===== src/rtl/rx_pid_crc_decoder.sv =====
// rx_pid_crc_decoder: PID validation, one-cycle forwarding and CRC16 packet check for the serial receive path
module rx_pid_crc_decoder #(
  parameter int DATA_BITS = 64,
  parameter int CRC_BITS  = 16
) (
  input  logic                 clk,
  input  logic                 rst_n,
  input  logic                 start_decode,
  input  logic                 end_decode,
  input  logic                 s_in,
  input  logic                 rc_PIDerror,
  input  logic                 rc_CRCerror,
  input  logic                 pkt_rec,
  output logic                 PID_error,
  output logic                 CRC_error,
  output logic                 pkt_status,
  output logic [7:0]           rc_hshake,
  output logic [DATA_BITS-1:0] rc_data,
  output logic                 start_rc_crc,
  output logic                 end_rc_crc
);
  localparam int FRAME_BITS = DATA_BITS + CRC_BITS;
  localparam int CW = $clog2(FRAME_BITS + 2);
  localparam logic [CW-1:0] FULL = CW'(FRAME_BITS);
  localparam logic [CW-1:0] SAT  = CW'(FRAME_BITS + 1);
  typedef enum logic [1:0] {D_IDLE, D_PID, D_FWD, D_ABORT} dec_t;
  typedef enum logic [2:0] {C_IDLE, C_PID, C_DATA, C_CHECK, C_HOLD} crc_t;
  dec_t                  dec_state;
  logic [2:0]            dec_cnt;
  logic [6:0]            dec_pid;
  logic [7:0]            pid_full;
  logic                  pid_ok;
  logic                  s_out;
  logic                  abort;
  crc_t                  crc_state;
  logic [CW-1:0]         cnt;
  logic [7:0]            pid_st;
  logic [FRAME_BITS-1:0] stage;
  logic [15:0]           crc;
  logic [15:0]           crc_next;
  logic                  chk_err;
  // First received PID bit lands in [7]; both accepted types need b1 set and a matching check nibble
  always_comb begin
    pid_full = {dec_pid, s_in};
    pid_ok   = (pid_full[3:0] == ~pid_full[7:4]) && pid_full[6];
    crc_next = {crc[14:0], 1'b0} ^ ((crc[15] ^ s_out) ? 16'h8005 : 16'h0000);
    chk_err  = pid_st[7] ? (cnt != FULL || crc != 16'h800D) : (cnt != '0);
  end
  // Stage 1: PID validation, abort tracking and the one-cycle forwarding register
  always_ff @(posedge clk or negedge rst_n) begin
    if (!rst_n) begin
      dec_state    <= D_IDLE;
      dec_cnt      <= '0;
      dec_pid      <= '0;
      s_out        <= 1'b0;
      abort        <= 1'b0;
      start_rc_crc <= 1'b0;
      end_rc_crc   <= 1'b0;
      PID_error    <= 1'b0;
    end else begin
      s_out        <= s_in;
      start_rc_crc <= start_decode;
      end_rc_crc   <= end_decode;
      if (rc_PIDerror) PID_error <= 1'b0;
      if (start_decode) begin
        dec_state <= D_PID;
        dec_cnt   <= '0;
        abort     <= 1'b0;
      end else begin
        case (dec_state)
          D_IDLE: dec_state <= D_IDLE;
          D_PID: begin
            if (end_decode) dec_state <= D_IDLE;
            else begin
              dec_pid <= pid_full[6:0];
              dec_cnt <= dec_cnt + 3'd1;
              if (dec_cnt == 3'd7) begin
                dec_state <= pid_ok ? D_FWD : D_ABORT;
                if (!pid_ok) begin
                  abort     <= 1'b1;
                  PID_error <= 1'b1;
                end
              end
            end
          end
          default: if (end_decode) dec_state <= D_IDLE;
        endcase
      end
    end
  end
  // Stage 2: PID capture, CRC16 over payload plus CRC field, one-cycle check, then hold until consumed
  always_ff @(posedge clk or negedge rst_n) begin
    if (!rst_n) begin
      crc_state  <= C_IDLE;
      cnt        <= '0;
      pid_st     <= '0;
      stage      <= '0;
      crc        <= '0;
      CRC_error  <= 1'b0;
      pkt_status <= 1'b0;
      rc_hshake  <= '0;
      rc_data    <= '0;
    end else begin
      if (rc_CRCerror) CRC_error <= 1'b0;
      case (crc_state)
        C_IDLE: begin
          if (start_rc_crc) begin
            crc_state <= C_PID;
            cnt       <= '0;
          end
        end
        C_PID: begin
          if (start_rc_crc) cnt <= '0;
          else if (end_rc_crc) crc_state <= C_IDLE;
          else begin
            pid_st <= {pid_st[6:0], s_out};
            cnt    <= (cnt == CW'(7)) ? '0 : cnt + 1'b1;
            if (cnt == CW'(7)) begin
              crc_state <= C_DATA;
              crc       <= 16'hFFFF;
            end
          end
        end
        C_DATA: begin
          if (start_rc_crc) begin
            crc_state <= C_PID;
            cnt       <= '0;
          end else if (end_rc_crc) crc_state <= abort ? C_IDLE : C_CHECK;
          else begin
            stage <= {stage[FRAME_BITS-2:0], s_out};
            crc   <= crc_next;
            cnt   <= (cnt == SAT) ? cnt : cnt + 1'b1;
          end
        end
        C_CHECK: begin
          rc_hshake  <= pid_st;
          if (pid_st[7]) rc_data <= stage[FRAME_BITS-1:CRC_BITS];
          if (chk_err) CRC_error <= 1'b1;
          pkt_status <= 1'b1;
          crc_state  <= C_HOLD;
        end
        C_HOLD: begin
          if (pkt_rec) begin
            pkt_status <= 1'b0;
            crc_state  <= C_IDLE;
          end
        end
        default: crc_state <= C_IDLE;
      endcase
    end
  end
endmodule


===== config.mk =====
export PLATFORM = sky130hd
export DESIGN_NAME = rx_pid_crc_decoder
export DESIGN_NICKNAME = d
export VERILOG_FILES = /design/src/rtl/rx_pid_crc_decoder.sv
export SDC_FILE = /design/constraint.sdc
export NUM_CORES = 1
export LEC_CHECK = 0
export CAP_MARGIN = 20
export CELL_PAD_IN_SITES_DETAIL_PLACEMENT = 1
export CELL_PAD_IN_SITES_GLOBAL_PLACEMENT = 2
export CORE_UTILIZATION = 43
export CTS_CLUSTER_SIZE = 40
export DETAILED_ROUTE_END_ITERATION = 6
export HOLD_SLACK_MARGIN = 0.02
export PLACE_DENSITY = 0.93
export RECOVER_POWER = 25
export REMOVE_ABC_BUFFERS = 1
export SETUP_SLACK_MARGIN = 0.5
export SYNTH_ARGS = -nofsm -noshare
export SYNTH_HDL_FRONTEND = slang
export SYNTH_SLANG_ARGS = --single-unit

===== constraint.sdc =====
create_clock -name clk -period 5.2 [get_ports clk]
set_input_delay 0.78 -clock clk [delete_from_list [all_inputs] [get_ports clk]]
set_output_delay 0.78 -clock clk [all_outputs]
set_load 0.03 [all_outputs]

==> results of run 1 <==
[how the worst max path moves through the flow]
stage	startpoint	endpoint	slack [ns]	depth (start not counted)
6_report	crc_state[0]	rc_data[11]	2.10	5
3_3_place_gp	crc_state[2]	rc_data[35]	2.41	5
4_1_cts	crc_state[2]	rc_data[11]	2.21	5
2_1_floorplan	crc_state[0]	crc_state[0]	1.85	4
5_1_grt	crc_state[0]	rc_data[12]	1.85	5
3_5_place_dp	crc_state[2]	rc_data[43]	2.25	5
[area by class of cell]
class,instances,share of cell area
flip-flops and latches,205,0.516
multi-input cells,345,0.285
repair buffers,88,0.0904
clock buffers,34,0.0691
well taps,229,0.0288
clock inverters,7,0.00730
inverters,8,0.00302
[where the power goes]
part / total, mW / switching (mW) / internal (mW)
combinational: 0.559 / 0.311 / 0.248
sequential: 1.93 / 0.167 / 1.76
clock: 1.60 / 0.636 / 0.965
[cells by family after synthesis]
family | count (synthesis)
buf+inv | 34
xor+xnor | 8
flops | 205
simple gates | 124
fa+ha+maj | 5
compound gates | 46
mux | 162
[per-stage QoR]
step / total power [mW] / worst slack [ns]
5_1_grt: 4.27 / 1.85
2_1_floorplan: 2.29 / 1.85
4_1_cts: 4.14 / 2.21
3_3_place_gp: 2.47 / 2.41
6_report: 4.09 / 2.10
3_5_place_dp: 2.51 / 2.25
[worst reg2reg max path: stages, from the launching register on]
cell	delay, ns
dfrtp_1	0.55
nand3b_1	0.40
clkinv_1	0.32
nand2_2	0.79
buf_4	0.51
mux2_2	0.40
[state kept, by name, summed over array words and instances, names as in the netlist]
signal,flops
rc_hshake,8
cnt,7
dec_state,2
crc_state,3
CRC_error,1
pid_st,8
s_out,1
start_rc_crc,1
rc_data,64
PID_error,1
stage,80
abort,1
dec_cnt,3
crc,16
pkt_status,1
end_rc_crc,1
dec_pid,7
[cell usage in the layout (no fill, tap or decap), types with 4 or more instances in the layout]
| cell | synthesis | routed |
|---|---|---|
| clkdlybuf4s50_1 | 0 | 80 |
| inv_1 | 7 | 7 |
| o21ai_0 | 12 | 12 |
| nor2_1 | 47 | 47 |
| nor3_1 | 6 | 6 |
| nand2_1 | 39 | 37 |
| nand3_1 | 8 | 8 |
| clkbuf_16 | 0 | 23 |
| ha_1 | 5 | 5 |
| a21oi_1 | 21 | 21 |
| clkbuf_8 | 0 | 7 |
| dfrtp_1 | 205 | 205 |
| mux2_2 | 160 | 160 |
| xor2_1 | 5 | 5 |
| clkbuf_1 | 4 | 4 |
[layer usage]
layer	up-vias	track usage
met5	-	0
met4	0	0.0596
met3	34	0.0255
met2	82	0.325
met1	2521	0.226
li1	2205	-
==> reports/qor.txt, run 1 <==
status = complete, but fails checks
failing checks = capacitance limit, slew limit
worst hold path stage count = 2
clock sink count = 205
Hold Path Class = reg2reg
sequential fraction of the synthesis area = 0.631
area leader, netlist = dfrtp_1
vias in the first global route = 5331
TritonCTS buffer count = 23
crit path kind = reg2reg
Largest delay share family, worst path = simple AND/OR/NAND/NOR gates
Post-synth EDFFs = 0
DR top layer = met4
post-synthesis simple-gate area fraction = 0.0709
initial antenna violation count = 0
# setup viols final = 0
drt wl/cell = 18.4 µm
Met2 Wirelength = 8790 µm
GRT Overall Usage = 0.182
Largest stage delay, worst path = 0.78 ns
worst-margin pin slew = 2.67 ns
Setup Buffers After CTS = 0
top-count cell post-synth = dfrtp_1
register bit total from synthesis = 205
Reg2Reg Setup Slack = 2.10 ns
RSZ-0062 raised after global routing = false
Synth Instances = 584
Placed Cells = 874
Clock Root Buffer = clkbuf_16
Final Max Slew Viols = 108
grt total ovfl = 0
htree depth = 1
routed vias = 4842
Port Buffers = 84
Worst Reg-to-Reg Cells = 5
Die Y = 140 µm
Yosys cell types = 46
crit path max fanout = 40
Reg-to-Reg End = rc_data[11]
Final Util = 0.544
main combinational cell family by area after synthesis = multiplexers
syn avg cell area = 13.9 µm²
WHS Endpoint = rc_hshake[4]
Worst-Skew Late Latency = 0.50 ns
R2R Path Start = crc_state[0]
prevailing post-synth register cell = dfrtp_1
crit path cell chain = nand3b_1, clkinv_1, nand2_2, buf_4, mux2_2
Power Density = 412 nW/µm²
fraction of registers with async set/reset = 1.00
Post-Synthesis Cell Area = 8130 µm²
Residual DRC = 0
Post-Synth XOR/XNOR Area = 0.00861
area of the die = 19500 µm²
Yosys top cell area share = 0.631
Setup TNS Final = 0 ns
Synth Area in Compound Gates = 0.0361
Hold Path Origin = rc_hshake[4]
Hold Vio Cnt, Final = 0
Hold Buf Count CTS = 0
post-route insts no fill = 916
Initial Utilization = 0.445
TritonRoute pass-1 iters = 4
most instantiated cells after synthesis = 205 x dfrtp_1, 160 x mux2_2, 47 x nor2_1
Synth area leaders = dfrtp_1 63%, mux2_2 22%, nor2_1 2.2%
metal1 wirelength = 7150 µm
CP max stage cell = nand2_2
die width = 140 µm
mux contribution to synthesized area = 0.224
Site Rows = 49
Startpoint Class = register
adder-cell share of the synthesized area = 0.00769
CP Buf/Inv Count = 2
post-DP HPWL = 10500 µm
Avg Vias per Cell = 5.29
CP Capture Type = register
fin crit share = 0.595
worst IR drop on VDD = 231 µV
Clock Path Buffers = 3
Core Box Area = 18300 µm²
Fillers = 1792
leakage = 4.85 nW
Design Area, Final = 9940 µm²
Critical Path AT = 3.47 ns
maxcap violations = 1
Synth Warn # = 0
initial DRC count = 232
worst hold slack = 0.479 ns
Ant. Diodes = 0
footprint of the multi-input gates = 2830 µm²
layout cells sized above 1 = 0.303
Ports = 85
largest net degree at the start of global routing = 109
global-route wire length before repair = 28600 µm
final RePlAce weighted congestion = 0.791
min Tclk post-route = 3.10 ns
P&R area growth vs syn = 22.2%
CP required = 5.58 ns
Final ANT Viol Nets = 0
placed cell areas = 9160 µm²
Clock transition at path regs = 0.06 ns
post_cts resized = 0
CTS tree = done
Met3 Wirelength = 447 µm
Rel. slew slack = -0.779
final net count = 684
FMAX = 0.323 GHz
final wirelength = 16900 µm
Reg area = 5130 µm²
clock skew = 0.0117 ns
Note: power is estimated with default switching activity, not from simulation.
==> inputs of run 2 (changes only) <==
Settings changed: CORE_UTILIZATION 43 to 40, PLACE_DENSITY 0.93 to 0.87.
Clock period 5.2 ns to 3 ns, I/O delays scaled along.
==> run 2 against run 1 <==
Compared with the run above: the run still ends with capacitance limit, slew limit left; combinational power grew 79%; critical path type unchanged; non-clock buffer count grew 7; die area grew 7.4%; first-iteration DRC count shrank 35%; clock skew shrank 0.0034 ns.
==> reports/qor.txt, run 2 (synthesized netlist as in run 1, its figures left out) <==
Ports = 85 (unchanged)
GRT Overall Usage = 0.174 (-0.00784)
Clock Path Buffers = 3 (unchanged)
drt wl/cell = 17.6 µm (-4.3%)
Largest stage delay, worst path = 0.55 ns (-0.23 ns)
Core Box Area = 19700 µm² (+7.9%)
Pwr Total = 7.25 mW (+77%)
CTS tree = done
layout cells sized above 1 = 0.312 (+0.00892)
status = complete, but fails checks
Final Util = 0.511 (-0.0333)
Hold Buf Count CTS = 0 (unchanged)
Ant. Diodes = 0 (unchanged)
Hold Path Class = reg2reg
vias in the first global route = 5322 (-0.17%)
Hold Vio Cnt, Final = 0 (unchanged)
Port Buffers = 84 (unchanged)
min setup slack post-route = 0.684 ns (-1.42 ns)
CP required = 3.38 ns (-2.20 ns)
crit path kind = reg2reg
global-route wire length before repair = 28300 µm (-1.1%)
post_cts resized = 0 (unchanged)
Rel. slew slack = -0.610 (+0.169)
worst hold path stage count = 2 (unchanged)
CP Capture Type = register
worst IR drop on VDD = 398 µV (+73%)
Biggest register = stage
initial antenna violation count = 0 (unchanged)
CP max stage cell = dfrtp_1
Final Max Slew Viols = 97 (-10%)
initial DRC count = 150 (-35%)
# setup viols final = 0 (unchanged)
Setup Buffers After CTS = 0 (unchanged)
crit path max fanout = 42 (+5.0%)
Site Rows = 51 (+4.1%)
GRT met3 Usage = 0.0235 (-0.00195)
final wirelength = 16900 µm (about the same)
Worst Reg-to-Reg Cells = 5 (unchanged)
failing checks = capacitance limit, slew limit
Die Y = 145 µm (+3.6%)
Critical Path AT = 2.69 ns (-0.78 ns)
most common cell after layout, fill and taps aside = dfrtp_1
max reg flops = 80 (unchanged)
Power Density = 721 nW/µm² (+75%)
clock skew = 0.00823 ns (-0.00345 ns)
met2 usage in global routing = 0.320 (-0.00547)
RSZ-0062 raised after global routing = false
final RePlAce weighted congestion = 0.791 (about the same)
crit path cell chain = nand3b_2, clkinv_1, nand2_4, buf_12, mux2_2
M1 GR Usage = 0.209 (-0.0172)
worst hold slack = 0.495 ns (+0.0159 ns)
clock sink count = 205 (unchanged)
pre-CTS WS = 0.560 ns (-1.69 ns)
post-DP HPWL = 11200 µm (+7.1%)
routed vias = 4775 (-1.4%)
most frequent cells in the layout = 205 x dfrtp_1, 160 x mux2_2, 80 x clkdlybuf4s50_1, 47 x nor2_1, 37 x nand2_1
leakage = 4.91 nW (+1.1%)
fin crit share = 0.772 (+0.177)
Clock transition at path regs = 0.06 ns (about the same)
Startpoint Class = register
Initial Utilization = 0.413 (-0.0327)
Final ANT Viol Nets = 0 (unchanged)
Residual DRC = 0 (unchanged)
biggest registers after layout = stage x80, rc_data x64, crc x16
P&R area growth vs syn = 23.8%
TritonRoute pass-1 iters = 4 (unchanged)
area of the die = 20900 µm² (+7.4%)
htree depth = 1 (unchanged)
grt total ovfl = 0 (unchanged)
die width = 145 µm (+3.6%)
maxcap violations = 1 (unchanged)
Worst-Skew Late Latency = 0.50 ns (about the same)
Clock Root Buffer = clkbuf_16
TritonCTS buffer count = 22 (-4.3%)
largest net degree at the start of global routing = 98 (-10%)
min Tclk post-route = 2.32 ns (-0.780 ns)
FMAX = 0.432 GHz (+34%)
worst-margin pin slew = 2.41 ns (-0.253 ns)
most used routing layer = met2
Avg Vias per Cell = 4.98 (-5.7%)
final net count = 690 (+0.88%)
-- run 2: changes by cell type in the layout (fill, tap and decap cells not counted), moves of 2 or more --
cell and delta:
inv_6 -2, clkbuf_8 -4, buf_4 +7, bufinv_16 +3, clkinv_2 +2
-- run 2: worst max-delay path, delay by kind of cell, from the launching register on --
kind	cells	cell delay [ns]
simple gates	2	0.64
mux	1	0.39
buf+inv	2	0.59
flops	1	0.55
-- run 2: path summary, 6_finish.rpt --
path | startpoint | endpoint | slack, ns
setup / recovery | crc_state[2] | rc_data[26] | 0.68
hold / removal | rc_hshake[5] | rc_hshake[5] | 0.50
setup reg to reg | crc_state[2] | rc_data[26] | 0.68
hold reg to reg | rc_hshake[5] | rc_hshake[5] | 0.50
max in group asynchronous | rst_n | rc_data[54] | 0.90
min in group asynchronous | rst_n | rc_data[7] | 0.68
-- run 2: final cells by class --
cell class	instances	area, µm²
sequential	205	5130
timing repair buffer	95	943
fill	1930	9650
clock buffer	29	628
tap	265	332
inverter	8	30.0
multi-input combinational	345	2840
clock inverter	11	163
-- run 2: power breakdown --
part           internal, mW  switching [mW]  total, mW
combinational         0.437           0.561      0.998
clock                  1.82            1.09       2.91
sequential             3.05           0.295       3.35
-- run 2: per-layer routing --
metal | share of wire | vias to the layer above
li1 | - | 2222
met4 | 0.022 | 0
met1 | 0.41 | 2454
met2 | 0.54 | 69
met5 | 0 | -
met3 | 0.021 | 30
-- run 2: through the flow --
stage / setup TNS, ns / cells / area, µm²
6_report: 0 / 958 / 10100
4_1_cts: 0 / 958 / 10100
2_1_floorplan: -12.37 / 558 / 7990
3_5_place_dp: 0 / 918 / 9280
5_1_grt: 0 / 958 / 10100
3_3_place_gp: 0 / 918 / 9280
==> inputs of run 3 (changes only) <==
Settings changed: CORE_UTILIZATION 40 to 36, PLACE_DENSITY 0.87 to 0.84.
Clock period 3 ns to 2 ns, I/O delays scaled along.
==> run 3 against run 2 <==
Compared with the run above: the run ends with DRC left; clock skew increased by 0.011 ns; sequential power is 50% higher; non-clock buffer count up 45; count of clock-buffer cells in the layout rose by 4; maximum frequency rose by 34%; cell count increased by 6.3%; die area rose by 11%; final area up 4.4%; critical path depth unchanged; critical path type unchanged.
==> reports/qor.txt, run 3 (synthesized netlist as in run 1, its figures left out) <==
Ports = 85 (unchanged)
Site Rows = 54 (+5.9%)
Sw Pwr = 3.20 mW (+65%)
status = complete, but fails checks
Int Power = 7.79 mW (+47%)
final wirelength = 19400 µm (+15%)
FMAX = 0.578 GHz (+34%)
Design Area, Final = 10500 µm² (+4.4%)
Final Max Slew Viols = 0 (-100%)
Residual DRC = 6 (+6)
# setup viols final = 0 (unchanged)
most common cell after layout, fill and taps aside = dfrtp_1
htree depth = 1 (unchanged)
CP required = 2.37 ns (-1.01 ns)
fin crit share = 0.865 (+0.0927)
CP Capture Type = register
Clock Path Buffers = 3 (unchanged)
Reg area = 5140 µm² (+0.17%)
Power Density = 1050 nW/µm² (+45%)
Startpoint Class = register
TritonCTS buffer count = 22 (unchanged)
Biggest register = stage
Clock transition at path regs = 0.06 ns (about the same)
Final Util = 0.478 (-0.0321)
footprint of the multi-input gates = 3040 µm² (+7.2%)
initial DRC count = 233 (+55%)
worst-margin pin slew = 0.872 ns (-1.54 ns)
most frequent cells in the layout = 198 x dfrtp_1, 160 x mux2_2, 70 x buf_2, 46 x nor2_1, 35 x nand2_1
final RePlAce weighted congestion = 0.750 (-5.2%)
Worst-Skew Late Latency = 0.51 ns (about the same)
layout cells sized above 1 = 0.508 (+0.196)
Net Sw Frac = 0.291 (+0.0232)
post-route insts no fill = 1018 (+6.3%)
Ant. Diodes = 0 (unchanged)
Final ANT Viol Nets = 0 (unchanged)
Fillers = 2226 (+15%)
placed cell areas = 9460 µm² (+2.0%)
Reg2Reg Setup Slack = 0.27 ns (-0.41 ns)
Port Buffers = 84 (unchanged)
worst IR drop on VDD = 561 µV (+41%)
crit path kind = reg2reg
maxcap violations = 0 (-1)
RSZ-0062 raised after global routing = true
Worst Reg-to-Reg Cells = 5 (unchanged)
area of the die = 23200 µm² (+11%)
final net count = 735 (+6.5%)
vias in the first global route = 5713 (+7.3%)
P&R area growth vs syn = 29.1%
min Tclk post-route = 1.73 ns (-0.586 ns)
Rel. slew slack = 0.419 (+1.03)
global-route wire length before repair = 30700 µm (+8.7%)
crit path max fanout = 3 (-93%)
failing checks = DRC
clock skew = 0.0193 ns (+0.0110 ns)
Hold Path Class = in2async
GRT Overall Usage = 0.164 (-0.00977)
R2R Path Start = crc[7]
Avg Vias per Cell = 5.00 (+0.22%)
initial antenna violation count = 0 (unchanged)
leakage = 5.40 nW (+10%)
drt wl/cell = 19.0 µm (+8.0%)
Critical Path AT = 2.10 ns (-0.59 ns)
Die Y = 152 µm (+5.3%)
post-DP HPWL = 11200 µm (+0.12%)
die width = 152 µm (+5.3%)
CTS tree = done
combinational share of power = 0.183 (+0.045)
Initial Utilization = 0.370 (-0.0421)
TritonRoute pass-1 iters = 6 (+2)
largest net degree at the start of global routing = 53 (-46%)
routed vias = 5085 (+6.5%)
Sequential Power Share = 0.457 (-0.005)
clock sink count = 205 (unchanged)
Hold Vio Cnt, Final = 0 (unchanged)
Reg-to-Reg End = CRC_error
biggest registers after layout = stage x80, rc_data x64, crc x16
grt total ovfl = 0 (unchanged)
Clock power frac = 0.360 (-0.041)
Placed Cells = 945 (+2.9%)
max reg flops = 80 (unchanged)
Core Box Area = 22000 µm² (+11%)
Clock Root Buffer = clkbuf_16
[run 3: worst max-delay path by stage]
stage	startpoint	slack [ns]	endpoint
final	crc[7]	0.27	CRC_error
after global routing	rst_n	0.14	rc_data[60]
after CTS	crc_state[1]	0.34	cnt[2]
after detailed placement	crc_state[0]	-0.002	cnt[6]
after global placement	crc_state[0]	0.12	cnt[6]
after floorplan	crc_state[0]	-1.35	crc_state[0]
[run 3: cell type report]
type	count	share of cell area
sequential	205	0.489
clock buffer	33	0.0630
multi-input combinational	345	0.290
inverter	8	0.00333
clock inverter	7	0.00500
tap	280	0.0333
timing repair buffer	140	0.116
[run 3: power by group through the flow]
| stage | combinational, mW | clock, mW | sequential [mW] |
|---|---|---|---|
| detailed placement | 1.63 | 0 | 5.05 |
| finish | 2.01 | 3.95 | 5.03 |
| floorplan | 0.869 | 0 | 5.09 |
| global route | 2.19 | 4.23 | 5.10 |
| CTS | 1.85 | 4.06 | 4.99 |
| global placement | 1.55 | 0 | 5.01 |
[run 3: critical path, stage by stage, from the launching register on]
cell and delay (ns):
dfrtp_1 0.41, or4_1 0.58, nor4_4 0.21, a21oi_2 0.11, o21ai_1 0.19, o21ai_0 0.11
[run 3: per-layer routing]
metal,up-vias,global-route usage,wire length [µm]
met5,-,0,0
met4,0,0.0447,407
met3,29,0.0256,594
met2,70,0.311,10500
met1,2687,0.191,7920
li1,2299,-,-
[run 3: timing repair]
action | in CTS | in global routing
setup buffers | 19 | 5
resized for setup | 348 | 104
pin swaps | 8 | 10
hold buffers | 1 | 0
gates cloned | 5 | 3
setup endpoints to repair | 254 | 209
endpoints found under the hold margin | 47 | 0
[run 3: stage by stage]
step                      hold slack, ns  worst slack (ns)  setup TNS, ns  power (mW)
after global placement             0.289             0.118              0        6.56
after floorplan                  0.00441             -1.35        -159.66        5.96
final                              0.332             0.271              0        11.0
after global routing               0.351             0.141              0        11.5
after detailed placement           0.299          -0.00227       -0.00227        6.68
after CTS                          0.290             0.341              0        10.9
